--- src/rtl/sram_ctrl_pkg.sv ---
// rtl/sram_ctrl_pkg.sv - shared types and constants for the IS61LV25616 SRAM controller
package sram_ctrl_pkg;

  localparam int SRAM_AW = 18;
  localparam int SRAM_DW = 16;

  localparam logic [1:0] BE_N_IDLE = 2'b11;
  localparam logic [1:0] BE_N_FULL = 2'b00;

  typedef enum logic [2:0] {
    IDLE,
    RD,
    WSETUP,
    WPULSE,
    WHOLD
  } sram_state_t;

endpackage

--- src/rtl/sram_avalon_ctrl.sv ---
// rtl/sram_avalon_ctrl.sv - Avalon-MM slave to asynchronous SRAM controller, all pins registered
// Optional SRAM_DQ_INREG_EN: registers sram_dq_read and adds one read dwell cycle.
module sram_avalon_ctrl
  import sram_ctrl_pkg::*;
#(
  parameter int AW           = SRAM_AW,
  parameter int DW           = SRAM_DW,
  parameter int READ_CYCLES  = 2,
  parameter int WRITE_CYCLES = 2
) (
  input  logic          clk,
  input  logic          reset,
  input  logic [AW-1:0] avs_address,
  input  logic          avs_read,
  input  logic          avs_write,
  input  logic [DW-1:0] avs_writedata,
  input  logic [1:0]    avs_byteenable,
  output logic          avs_waitrequest,
  output logic [DW-1:0] avs_readdata,
  output logic          avs_readdatavalid,
  output logic [AW-1:0] sram_addr,
  input  logic [DW-1:0] sram_dq_read,
  output logic [DW-1:0] sram_dq_write,
  output logic          sram_dq_en,
  output logic          sram_ce_n,
  output logic          sram_oe_n,
  output logic          sram_we_n,
  output logic [1:0]    sram_be_n
);

`ifdef SRAM_DQ_INREG_EN
  localparam logic [3:0] RD_CNT_INIT = 4'(READ_CYCLES);
`else
  localparam logic [3:0] RD_CNT_INIT = 4'(READ_CYCLES - 1);
`endif
  localparam logic [3:0] WR_CNT_INIT = 4'(WRITE_CYCLES - 1);

  sram_state_t   state_q, state_d;
  logic [3:0]    cnt_q, cnt_d;
  logic [AW-1:0] addr_q, addr_d;
  logic [DW-1:0] dq_write_q, dq_write_d;
  logic          dq_en_q, dq_en_d;
  logic          ce_n_q, ce_n_d;
  logic          oe_n_q, oe_n_d;
  logic          we_n_q, we_n_d;
  logic [1:0]    be_n_q, be_n_d;
  logic [DW-1:0] rdata_q, rdata_d;
  logic          rvalid_q, rvalid_d;
  logic [DW-1:0] rd_sample;

`ifdef SRAM_DQ_INREG_EN
  logic [DW-1:0] dq_in_q;

  // Pad data is captured unconditionally; the extra RD dwell cycle covers its latency.
  always_ff @(posedge clk or posedge reset) begin
    if (reset) begin
      dq_in_q <= '0;
    end else begin
      dq_in_q <= sram_dq_read;
    end
  end

  assign rd_sample = dq_in_q;
`else
  assign rd_sample = sram_dq_read;
`endif

  always_ff @(posedge clk or posedge reset) begin
    if (reset) begin
      state_q    <= IDLE;
      cnt_q      <= '0;
      addr_q     <= '0;
      dq_write_q <= '0;
      dq_en_q    <= 1'b0;
      ce_n_q     <= 1'b1;
      oe_n_q     <= 1'b1;
      we_n_q     <= 1'b1;
      be_n_q     <= BE_N_IDLE;
      rdata_q    <= '0;
      rvalid_q   <= 1'b0;
    end else begin
      state_q    <= state_d;
      cnt_q      <= cnt_d;
      addr_q     <= addr_d;
      dq_write_q <= dq_write_d;
      dq_en_q    <= dq_en_d;
      ce_n_q     <= ce_n_d;
      oe_n_q     <= oe_n_d;
      we_n_q     <= we_n_d;
      be_n_q     <= be_n_d;
      rdata_q    <= rdata_d;
      rvalid_q   <= rvalid_d;
    end
  end

  always_comb begin
    state_d    = state_q;
    cnt_d      = cnt_q;
    addr_d     = addr_q;
    dq_write_d = dq_write_q;
    dq_en_d    = dq_en_q;
    ce_n_d     = ce_n_q;
    oe_n_d     = oe_n_q;
    we_n_d     = we_n_q;
    be_n_d     = be_n_q;
    rdata_d    = rdata_q;
    rvalid_d   = 1'b0;

    unique case (state_q)
      IDLE: begin
        // Write has priority when a master raises both strobes.
        if (avs_write) begin
          addr_d     = avs_address;
          dq_write_d = avs_writedata;
          be_n_d     = ~avs_byteenable;
          dq_en_d    = 1'b1;
          ce_n_d     = 1'b0;
          state_d    = WSETUP;
        end else if (avs_read) begin
          addr_d  = avs_address;
          ce_n_d  = 1'b0;
          oe_n_d  = 1'b0;
          be_n_d  = BE_N_FULL;
          dq_en_d = 1'b0;
          cnt_d   = RD_CNT_INIT;
          state_d = RD;
        end
      end
      RD: begin
        if (cnt_q == 4'd0) begin
          rdata_d  = rd_sample;
          rvalid_d = 1'b1;
          ce_n_d   = 1'b1;
          oe_n_d   = 1'b1;
          be_n_d   = BE_N_IDLE;
          state_d  = IDLE;
        end else begin
          cnt_d = cnt_q - 4'd1;
        end
      end
      WSETUP: begin
        we_n_d  = 1'b0;
        cnt_d   = WR_CNT_INIT;
        state_d = WPULSE;
      end
      WPULSE: begin
        if (cnt_q == 4'd0) begin
          we_n_d  = 1'b1;
          state_d = WHOLD;
        end else begin
          cnt_d = cnt_q - 4'd1;
        end
      end
      WHOLD: begin
        dq_en_d = 1'b0;
        ce_n_d  = 1'b1;
        be_n_d  = BE_N_IDLE;
        state_d = IDLE;
      end
      default: begin
        state_d = IDLE;
      end
    endcase
  end

  assign avs_waitrequest   = (state_q != IDLE);
  assign avs_readdata      = rdata_q;
  assign avs_readdatavalid = rvalid_q;
  assign sram_addr         = addr_q;
  assign sram_dq_write     = dq_write_q;
  assign sram_dq_en        = dq_en_q;
  assign sram_ce_n         = ce_n_q;
  assign sram_oe_n         = oe_n_q;
  assign sram_we_n         = we_n_q;
  assign sram_be_n         = be_n_q;

endmodule

--- config.mk ---
export PLATFORM = sky130hd
export DESIGN_NAME = sram_avalon_ctrl
export DESIGN_NICKNAME = d
export VERILOG_FILES = /design/src/rtl/sram_ctrl_pkg.sv /design/src/rtl/sram_avalon_ctrl.sv
export SDC_FILE = /design/constraint.sdc
export NUM_CORES = 1
export LEC_CHECK = 0
export BUFFER_PORTS_ARGS = -buffer_cell sky130_fd_sc_hd__clkbuf_2
export CAP_MARGIN = 20
export CORE_ASPECT_RATIO = 1.2
export CORE_UTILIZATION = 25
export DETAILED_ROUTE_END_ITERATION = 12
export SLEW_MARGIN = 15
export SYNTH_ARGS = -nofsm -noshare
export SYNTH_HDL_FRONTEND = slang
export SYNTH_SLANG_ARGS = --single-unit
--- constraint.sdc ---
create_clock -name clk -period 2.5 [get_ports clk]
set_input_delay 0.625 -clock clk [delete_from_list [all_inputs] [get_ports clk]]
set_output_delay 0.625 -clock clk [all_outputs]
set_load 0.01 [all_outputs]
==> results by group, run 1 <==
Run status
  – Outcome: finished clean

Critical path
  – CP max-delay cell: dfrtp_1
  – Required time of the worst setup path: 1880 ps
  – Setup crit start kind: register
  – Setup Crit Path Kind: reg -> out
  – Worst Path Max Fanout: 14
  – Stage delay of the slowest cell on the critical path: 540 ps
  – Data arrival time at the worst-slack endpoint: 1430 ps
  – Endpoint type of the worst setup path: primary output
  – Ordered cell list for the critical path: nor3_4, inv_2, clkbuf_2

STA
  – Unrepaired setup endpoints after global routing: false
  – Portion of the clock cycle consumed by the worst path in the final layout: 82.2%
  – Count of final max-slew check failures: 0
  – Max_slew headroom: 65.0%
  – Timing-limited maximum frequency: 486 MHz
  – Worst-margin pin slew: 523 ps
  – Final Setup Violations: 0
  – Worst Skew: 5.35 ps
  – Post-route setup TNS: 0 ps
  – Number of endpoints with negative hold slack in the final report: 0
  – Hold slack: 367 ps
  – Worst-case setup margin in the final layout: 444 ps
  – Final Critical Period: 2060 ps

Clocking
  – Clock-pin slew reported for the worst setup and hold paths after clock tree synthesis: 60 ps
  – Setup Fix Bufs, Post-CTS: 0
  – Cts repair resizes: 0
  – Hold-fix buffers, CTS: 0
  – Clock buffers created by TritonCTS: 9
  – Number of sinks driven by the clock tree: 64
  – CTS Buffer Depth: 2
  – Clock tree from TritonCTS: built
  – Clock network latency to the later pin of the worst-skew pair: 320 ps
  – Clock root cell: clkbuf_16
  – H-tree levels: 3

Run
  – Max-Cap Viols: 0

Yosys
  – Number of instances in the synthesized netlist: 178
  – Syn avg cell area: 14.9 sq um
  – Post-synth top area cell: dfrtp_1
  – Cell variety after synth: 38
  – Asr flop ratio synth: 100%
  – Number of register bits inferred by synthesis: 64
  – Seq/Total Area, Yosys: 60.5%
  – Total number of yosys warnings: 0
  – Number of enable flip-flop cells after synthesis: 0
  – Cell area after synthesis: 2660 sq um
  – Post-synth top area share: 55.6%
  – Number of nets in the synthesized netlist: 235
  – Area contributors post-synth: dfrtp_1 (56%), mux2_2 (17%), mux2_4 (5.1%)
  – Most used flip-flop cell after synthesis: dfrtp_1

Floorplan
  – Vertical extent of the die: 115 microns
  – Site row count: 40
  – Starting density of the core: 26.2%
  – Placeable core region: 10,200 sq um
  – Overall die area: 11,000 sq um
  – Horiz. Die Dim: 96.1 microns
  – Number of I/O pins: 114

Place
  – Count of port buffers added during placement: 113
  – Worst setup slack after placement: 554 ps
  – HPWL after detailed placement: 3.95 mm
  – Final weighted congestion in routability-driven placement: 0.753

Hold path
  – Path type of the worst min-delay path: in -> async

Detailed routing
  – Routed via count: 1,840
  – Violation count after the first detailed-route iteration: 54
  – Final wirelength: 5.59 mm
  – Remaining routing DRC violations: 0
  – Average wire per cell in the routed design: 13.0 microns
  – Total iterations of the first detailed-routing run: 4
  – Final ANT Viol Nets: 0
  – Vias per cell: 4.29

Pwr
  – Power, Total: 5160 uW
  – Power density cells: 1410 nW/um^2
  – Leakage power: 0.00182 uW
  – Worst IR Drop VDD: 0.000510 V

GRT
  – Initial antenna violation count: 0
  – Overall fraction of global-route tracks in use: 10.7%
  – Number of global-route vias before repair: 1,795
  – Global-route wire length before repair: 8.83 mm
  – Maximum number of pins on one net before global-route repair: 65
  – Remaining Overflow, GRT: 0

Final layout
  – Layout cell share with drive strength beyond 1: 62.4%
  – Most frequent cells in the layout: clkbuf_2 (113), dfrtp_1 (59), mux2_2 (40)
  – Layout overhead on the synthesized area: 38.1%
  – Fill cell instance count of the final layout: 1,007
  – Commonest non-fill, non-tap cell in the layout: clkbuf_2
  – Number of nets in the finished design: 355
  – Diode insertion count for antenna repair: 0
-- layout make-up --
class	instances	area [sq um]	share of cell area [%]
well taps	126	158	4.30
inverters	8	30.0	0.818
multi-input cells	99	958	26.1
clock buffers	13	250	6.82
clock inverters	3	65.1	1.77
repair buffers	116	601	16.4
flip-flops and latches	64	1610	43.8
-- worst max-delay path: cells and delay by family (launching register included) --
kind	cells	cell delay (ps)
simple gates	1	310
flops	1	540
buf+inv	2	260
-- worst paths after layout --
path	from	endpoint	slack (ps)	cells past startpoint
worst max-delay path	state_q[2]$_DFFE_PP0P_	avs_waitrequest	440	3
max in group asynchronous	reset	sram_be_n[0]$_DFFE_PP1P_	1810	3
min in group clk	sram_dq_en$_DFFE_PP0P_	sram_dq_en$_DFFE_PP0P_	480	1
worst min-delay path	reset	sram_addr[14]$_DFFE_PP0P_	370	3
worst min register to register	sram_dq_en$_DFFE_PP0P_	sram_dq_en$_DFFE_PP0P_	480	1
worst max register to register	cnt_q[0]$_DFFE_PP0P_	avs_readdata[1]$_DFFE_PP0P_	560	5
-- cells by family after synthesis --
kind of cell    share of synthesized area, %
flops                                   60.5
fa+ha+maj                              0.471
compound gates                          6.07
buf+inv                                 3.44
simple gates                            6.31
mux                                     23.2
-- layer usage --
metal	wire length, microns	share of wire (%)	GRT usage, %
met2	2820	50	17.3
met4	113	2.0	5.07
met3	313	5.6	3.70
met1	2340	42	12.5
met5	0	0	0
-- power by group --
group	leakage, uW	switching (uW)	total (uW)	internal, uW
clock	0.000154	431	1330	899
sequential	0.000753	335	1920	1590
combinational	0.000914	876	1910	1030
total	0.00182	1640	5160	3520
-- sequential cells by signal (all words and copies together) (netlist names) --
signal	count
sram_ce_n	1
avs_readdatavalid	1
sram_dq_write	16
sram_we_n	1
sram_addr	18
cnt_q	4
state_q	3
sram_oe_n	1
avs_readdata	16
sram_be_n	2
sram_dq_en	1
-- stage by stage --
| step | util, % | cells | cell area, sq um |
|---|---|---|---|
| finish | 36.1 | 429 | 3670 |
| global route | 36.1 | 429 | 3670 |
| CTS | 36.1 | 429 | 3670 |
| detailed placement | 33.0 | 413 | 3350 |
| global placement | 33.0 | 413 | 3350 |
| floorplan | - | 178 | 2660 |
-- cell usage after synthesis, types with 4 or more instances --
cell type  number
buf_6           4
inv_1           7
nor2_1          4
mux2_4          9
mux2_2         40
dfrtp_1        59
dfstp_2         5
a21oi_1         7
nor2b_1         4
o21ai_0         4
Power figures use the tool's default switching activity.
==> run 2, diff against run 1 <==
==> constraint.sdc (replaced) <==
create_clock -name clk -period 2.05 [get_ports clk]
set_input_delay 0.5125 -clock clk [delete_from_list [all_inputs] [get_ports clk]]
set_output_delay 0.5125 -clock clk [all_outputs]
set_load 0.01 [all_outputs]
==> run 2 against run 1 <==
Net effect:
- combinational power is 26% higher
- design area up 0.89%
- worst setup slack got worse by 330 ps
- global-route usage up 0.34 points
- sequential share of layout area decreased by 0.38 points
- clock skew barely moved
- critical path depth is the same
- cell count rose by 1.2%
- largest cell class unchanged
- highest routed layer unchanged
==> results by group, run 2 (synthesized netlist as in run 1, its figures left out) <==
Run status
  – Outcome: finished clean

STA
  – Max_slew headroom: 67.4%
  – Final Setup Violations: 0
  – Worst Skew: 5.30 ps
  – Count of final max-slew check failures: 0
  – Unrepaired setup endpoints after global routing: false
  – Final Critical Period: 1930 ps
  – Post-route setup TNS: 0 ps
  – Worst-margin pin slew: 488 ps
  – Portion of the clock cycle consumed by the worst path in the final layout: 94.3%
  – Number of endpoints with negative hold slack in the final report: 0
  – Timing-limited maximum frequency: 517 MHz

Clocking
  – H-tree levels: 3
  – CTS Buffer Depth: 2
  – Hold-fix buffers, CTS: 0
  – Clock-pin slew reported for the worst setup and hold paths after clock tree synthesis: 50 ps
  – Clock root cell: clkbuf_16
  – Setup Fix Bufs, Post-CTS: 0
  – Number of sinks driven by the clock tree: 64
  – Cts repair resizes: 0
  – Clock network latency to the later pin of the worst-skew pair: 320 ps
  – Clock buffers created by TritonCTS: 9
  – Clock tree from TritonCTS: built

Detailed routing
  – Routed via count: 1,863
  – Remaining routing DRC violations: 0
  – Final ANT Viol Nets: 0
  – Average wire per cell in the routed design: 13.4 microns
  – Vias per cell: 4.29
  – Violation count after the first detailed-route iteration: 58
  – Total iterations of the first detailed-routing run: 4
  – Final wirelength: 5.82 mm

GRT
  – Initial antenna violation count: 0
  – Global-route wire length before repair: 9.00 mm
  – Number of global-route vias before repair: 1,827
  – Remaining Overflow, GRT: 0
  – Overall fraction of global-route tracks in use: 11.0%
  – Maximum number of pins on one net before global-route repair: 27

Critical path
  – Data arrival time at the worst-slack endpoint: 1420 ps
  – Worst Path Max Fanout: 10
  – Setup Crit Path Kind: reg -> out
  – Setup crit start kind: register
  – Required time of the worst setup path: 1540 ps
  – Endpoint type of the worst setup path: primary output

Pwr
  – Worst IR Drop VDD: 0.000636 V
  – Leakage power: 0.00183 uW
  – Power density cells: 1660 nW/um^2

Floorplan
  – Horiz. Die Dim: 96.1 microns
  – Starting density of the core: 26.2%
  – Vertical extent of the die: 115 microns
  – Number of I/O pins: 114
  – Site row count: 40
  – Placeable core region: 10,200 sq um
  – Overall die area: 11,000 sq um

Final layout
  – Layout cell share with drive strength beyond 1: 63.6%
  – Flip-flop count of the largest register after layout: 18
  – Diode insertion count for antenna repair: 0
  – Number of nets in the finished design: 361
  – Most frequent cells in the layout: clkbuf_2 (113), dfrtp_1 (59), mux2_2 (40)
  – Commonest non-fill, non-tap cell in the layout: clkbuf_2
  – Cell area after layout: 3700 sq um
  – Layout overhead on the synthesized area: 39.3%

Place
  – Final weighted congestion in routability-driven placement: 0.787
  – Count of port buffers added during placement: 113
  – HPWL after detailed placement: 4.31 mm
  – Area after detailed placement: 3430 sq um

Hold path
  – Path type of the worst min-delay path: in -> async

Run
  – Max-Cap Viols: 0
-- run 2: cell types whose count changed in the layout (fill, tap and decap cells not counted) --
cell,previous run,this run
clkinvlp_4,0,2
buf_4,2,6
inv_2,2,1
bufinv_16,2,0
clkinv_2,1,2
clkbuf_8,1,2
buf_12,1,3
clkbuf_1,3,1
-- run 2: where the power goes --
part           switching, uW  internal [uW]
Combinational           1100           1310
Clock                    524            872
Sequential               407           1940
Total                   2030           4120
-- run 2: final timing paths --
path / start / end / slack, ps / cells past startpoint
max: state_q[0]$_DFFE_PP0P_ / avs_waitrequest / 120 / 3
min: reset / cnt_q[2]$_DFFE_PP0P_ / 210 / 2
max reg2reg: state_q[0]$_DFFE_PP0P_ / avs_readdata[1]$_DFFE_PP0P_ / 260 / 3
min reg2reg: sram_dq_en$_DFFE_PP0P_ / sram_dq_en$_DFFE_PP0P_ / 480 / 1
max in group asynchronous: reset / sram_dq_write[1]$_DFFE_PP0P_ / 1330 / 3
min in group clk: avs_address[0] / sram_addr[0]$_DFFE_PP0P_ / 410 / 2
-- run 2: final cells by class --
cell class                 instances  area, sq um
fill                            1009         6460
sequential                        64         1610
multi-input combinational         99          958
timing repair buffer             122          671
clock buffer                      12          256
tap                              126          158
inverter                           8         33.8
clock inverter                     3         17.5
-- run 2: routing by layer --
layer,global-route usage (%),share of wire [%],up-vias
met1,13.0,41,910
met3,4.76,7.2,6
met4,4.18,0.98,0
li1,-,-,886
met2,17.5,51,61
met5,0,0,-
-- run 2: worst max-delay path: stages (launching register included) --
cell      delay [ps]
dfrtp_1          500
nor3_4           340
inv_2            120
clkbuf_2         140
-- run 2: metrics by stage --
step           utilization, %  setup WS, ps  hold slack (ps)  std cells  power, uW
3_5_place_dp             33.7           257              472        419       4830
6_report                 36.4           117              211        434       6150
4_1_cts                  36.4           104              222        434       6260
3_3_place_gp             33.7           345              462        419       4750
5_1_grt                  36.4          19.5              231        434       6560
2_1_floorplan               -           291              498        178       3880
==> run 3, diff against run 2 <==
--- a/config.mk
+++ b/config.mk
@@ -5,6 +5,7 @@
 export SDC_FILE = /design/constraint.sdc
 export NUM_CORES = 1
 export LEC_CHECK = 0
+export ABC_AREA = 1
 export BUFFER_PORTS_ARGS = -buffer_cell sky130_fd_sc_hd__clkbuf_2
 export CAP_MARGIN = 20
 export CORE_ASPECT_RATIO = 1.2
==> run 3 against run 2 <==
Net effect:
- highest routed layer unchanged
- combinational power down 3%
- global-route usage rose by 1.8 points
- largest cell class unchanged
- largest power group unchanged
- maximum frequency is 12% higher
==> results by group, run 3 <==
Run status
  – Outcome: finished clean

Final layout
  – Non-Filler Instances: 552
  – Fill cell instance count of the final layout: 1,060
  – Layout cell share with drive strength beyond 1: 34.0%
  – Diode insertion count for antenna repair: 0
  – Cell area after layout: 3580 sq um
  – Flip-flop count of the largest register after layout: 18
  – Number of nets in the finished design: 480
  – Area taken by flip-flops and latches: 1610 sq um
  – Commonest non-fill, non-tap cell in the layout: nand2_1
  – Layout overhead on the synthesized area: 36.6%
  – Area taken by multi-input logic gates: 891 sq um
  – Most frequent cells in the layout: nand2_1 (176), clkbuf_2 (113), dfrtp_1 (59)

STA
  – Unrepaired setup endpoints after global routing: false
  – Final Critical Period: 1730 ps
  – Number of endpoints with negative hold slack in the final report: 0
  – Hold slack: 180 ps
  – Timing-limited maximum frequency: 578 MHz
  – Worst-case setup margin in the final layout: 321 ps
  – Worst Skew: 4.97 ps
  – Portion of the clock cycle consumed by the worst path in the final layout: 84.3%
  – Max_slew headroom: 71.1%
  – Worst-margin pin slew: 433 ps
  – Final Setup Violations: 0
  – Count of final max-slew check failures: 0
  – Post-route setup TNS: 0 ps

Critical path
  – Ordered cell list for the critical path: inv_2, nand2_2, clkbuf_2
  – Worst Path Max Fanout: 7
  – Required time of the worst setup path: 1540 ps
  – Setup crit start kind: register
  – CP max-delay cell: dfrtp_1
  – Endpoint type of the worst setup path: primary output
  – Stage delay of the slowest cell on the critical path: 510 ps
  – Data arrival time at the worst-slack endpoint: 1220 ps
  – Setup Crit Path Kind: reg -> out

Clocking
  – Cts repair resizes: 0
  – Clock root cell: clkbuf_16
  – Setup Fix Bufs, Post-CTS: 0
  – CTS Buffer Depth: 2
  – Clock buffers created by TritonCTS: 9
  – Clock-pin slew reported for the worst setup and hold paths after clock tree synthesis: 50 ps
  – Hold-fix buffers, CTS: 0
  – Clock network latency to the later pin of the worst-skew pair: 320 ps
  – Clock tree from TritonCTS: built
  – H-tree levels: 3
  – Number of sinks driven by the clock tree: 64

Detailed routing
  – Routed via count: 2,306
  – Average wire per cell in the routed design: 11.7 microns
  – Remaining routing DRC violations: 0
  – Violation count after the first detailed-route iteration: 88
  – Final ANT Viol Nets: 0
  – Vias per cell: 4.18
  – Final wirelength: 6.45 mm
  – Total iterations of the first detailed-routing run: 4

Floorplan
  – Starting density of the core: 26.0%
  – Vertical extent of the die: 114 microns
  – Horiz. Die Dim: 95.5 microns
  – Overall die area: 10,900 sq um
  – Site row count: 40
  – Number of I/O pins: 114
  – Placeable core region: 10,100 sq um

Yosys
  – Area contributors post-synth: dfrtp_1 (56%), nand2_1 (25%), dfstp_2 (5.0%)
  – Total number of yosys warnings: 0
  – Number of instances in the synthesized netlist: 303
  – Seq/Total Area, Yosys: 61.3%
  – Cell variety after synth: 24
  – Asr flop ratio synth: 100%
  – Number of nets in the synthesized netlist: 360
  – Syn avg cell area: 8.66 sq um
  – Post-synth top area cell: dfrtp_1
  – Synth top cells by count: nand2_1 (176), dfrtp_1 (59), inv_1 (11), nor2_1 (11), nand3_1 (8)
  – Number of register bits inferred by synthesis: 64
  – Number of enable flip-flop cells after synthesis: 0
  – Most used flip-flop cell after synthesis: dfrtp_1
  – Cell area after synthesis: 2620 sq um
  – Most frequently used cell type in the post-synthesis netlist: nand2_1
  – Post-synth top area share: 56.3%

Place
  – HPWL after detailed placement: 4.68 mm
  – Final weighted congestion in routability-driven placement: 0.781
  – Placed Instances: 538
  – Worst setup slack after placement: 611 ps
  – Count of port buffers added during placement: 113
  – Area after detailed placement: 3330 sq um

Run
  – Max-Cap Viols: 0

GRT
  – Number of global-route vias before repair: 2,242
  – Initial antenna violation count: 0
  – Global-route wire length before repair: 10.5 mm
  – Remaining Overflow, GRT: 0
  – Overall fraction of global-route tracks in use: 12.8%
  – Maximum number of pins on one net before global-route repair: 47

Pwr
  – Worst IR Drop VDD: 0.000532 V
  – Leakage power: 0.00208 uW
  – Power density cells: 1660 nW/um^2

Hold path
  – Path type of the worst min-delay path: in -> async
==> run 3: cell types whose count changed in the layout (fill, tap and decap cells not counted), sizes merged, moves of 6 or more <==
| cell | change |
|---|---|
| nand2 | +177 |
| mux2 | -50 |
| buf | -6 |
| inv | +9 |
| nor2 | +8 |
| nand3 | +10 |
==> run 3: power by group <==
group          internal (uW)  switching [uW]  leakage (uW)
clock                    835             499      0.000126
sequential              1920             373      0.000783
combinational            893            1430       0.00117
total                   3650            2310       0.00208
==> run 3: worst max-delay path: cells and delay by family, from the launching register on <==
| family | cells | cell delay, ps |
|---|---|---|
| flops | 1 | 510 |
| simple gates | 1 | 110 |
| buf+inv | 2 | 270 |
==> run 3: worst paths after layout <==
path / start / end / slack (ps) / depth (start not counted)
setup / recovery: state_q[2]$_DFFE_PP0P_ / avs_waitrequest / 320 / 3
hold / removal: reset / sram_dq_write[5]$_DFFE_PP0P_ / 180 / 2
setup reg to reg: state_q[0]$_DFFE_PP0P_ / avs_readdata[3]$_DFFE_PP0P_ / 610 / 8
hold reg to reg: sram_addr[1]$_DFFE_PP0P_ / sram_addr[1]$_DFFE_PP0P_ / 470 / 2
max in group asynchronous: reset / sram_ce_n$_DFFE_PP1P_ / 1240 / 3
min in group clk: sram_dq_read[5] / avs_readdata[5]$_DFFE_PP0P_ / 380 / 3
==> run 3: layer usage <==
layer,vias up,part of all wire [%],GRT usage (%)
li1,1166,-,-
met1,1065,45,15.8
met2,66,47,20.2
met3,9,6.7,4.91
met4,0,1.5,4.78
met5,-,0,0
==> run 3: cells by family (layout without fill, tap and decap cells) <==
logic type | after synthesis | in the layout | synth area share (%)
AND/OR/NAND/NOR | 205 | 205 | 31.4
AO/OA/AOI/OAI | 8 | 8 | 1.76
XOR/XNOR | 1 | 1 | 0.334
flip-flops | 64 | 64 | 61.3
adder cells (fa/ha/maj) | 1 | 1 | 0.477
buffers and inverters | 24 | 147 | 4.77
==> run 3: area by class of cell <==
cell class,instances,share of cell area (%)
flip-flops and latches,64,44.9
multi-input cells,215,24.9
repair buffers,116,16.8
clock buffers,13,6.98
well taps,126,4.40
inverters,17,2.02
clock inverters,1,0.140
==> run 3: stage by stage <==
step	util (%)	power [uW]
final	35.5	5950
after global routing	35.5	6520
after CTS	35.5	6070
after detailed placement	32.9	4680
after global placement	32.9	4610
after floorplan	-	3750
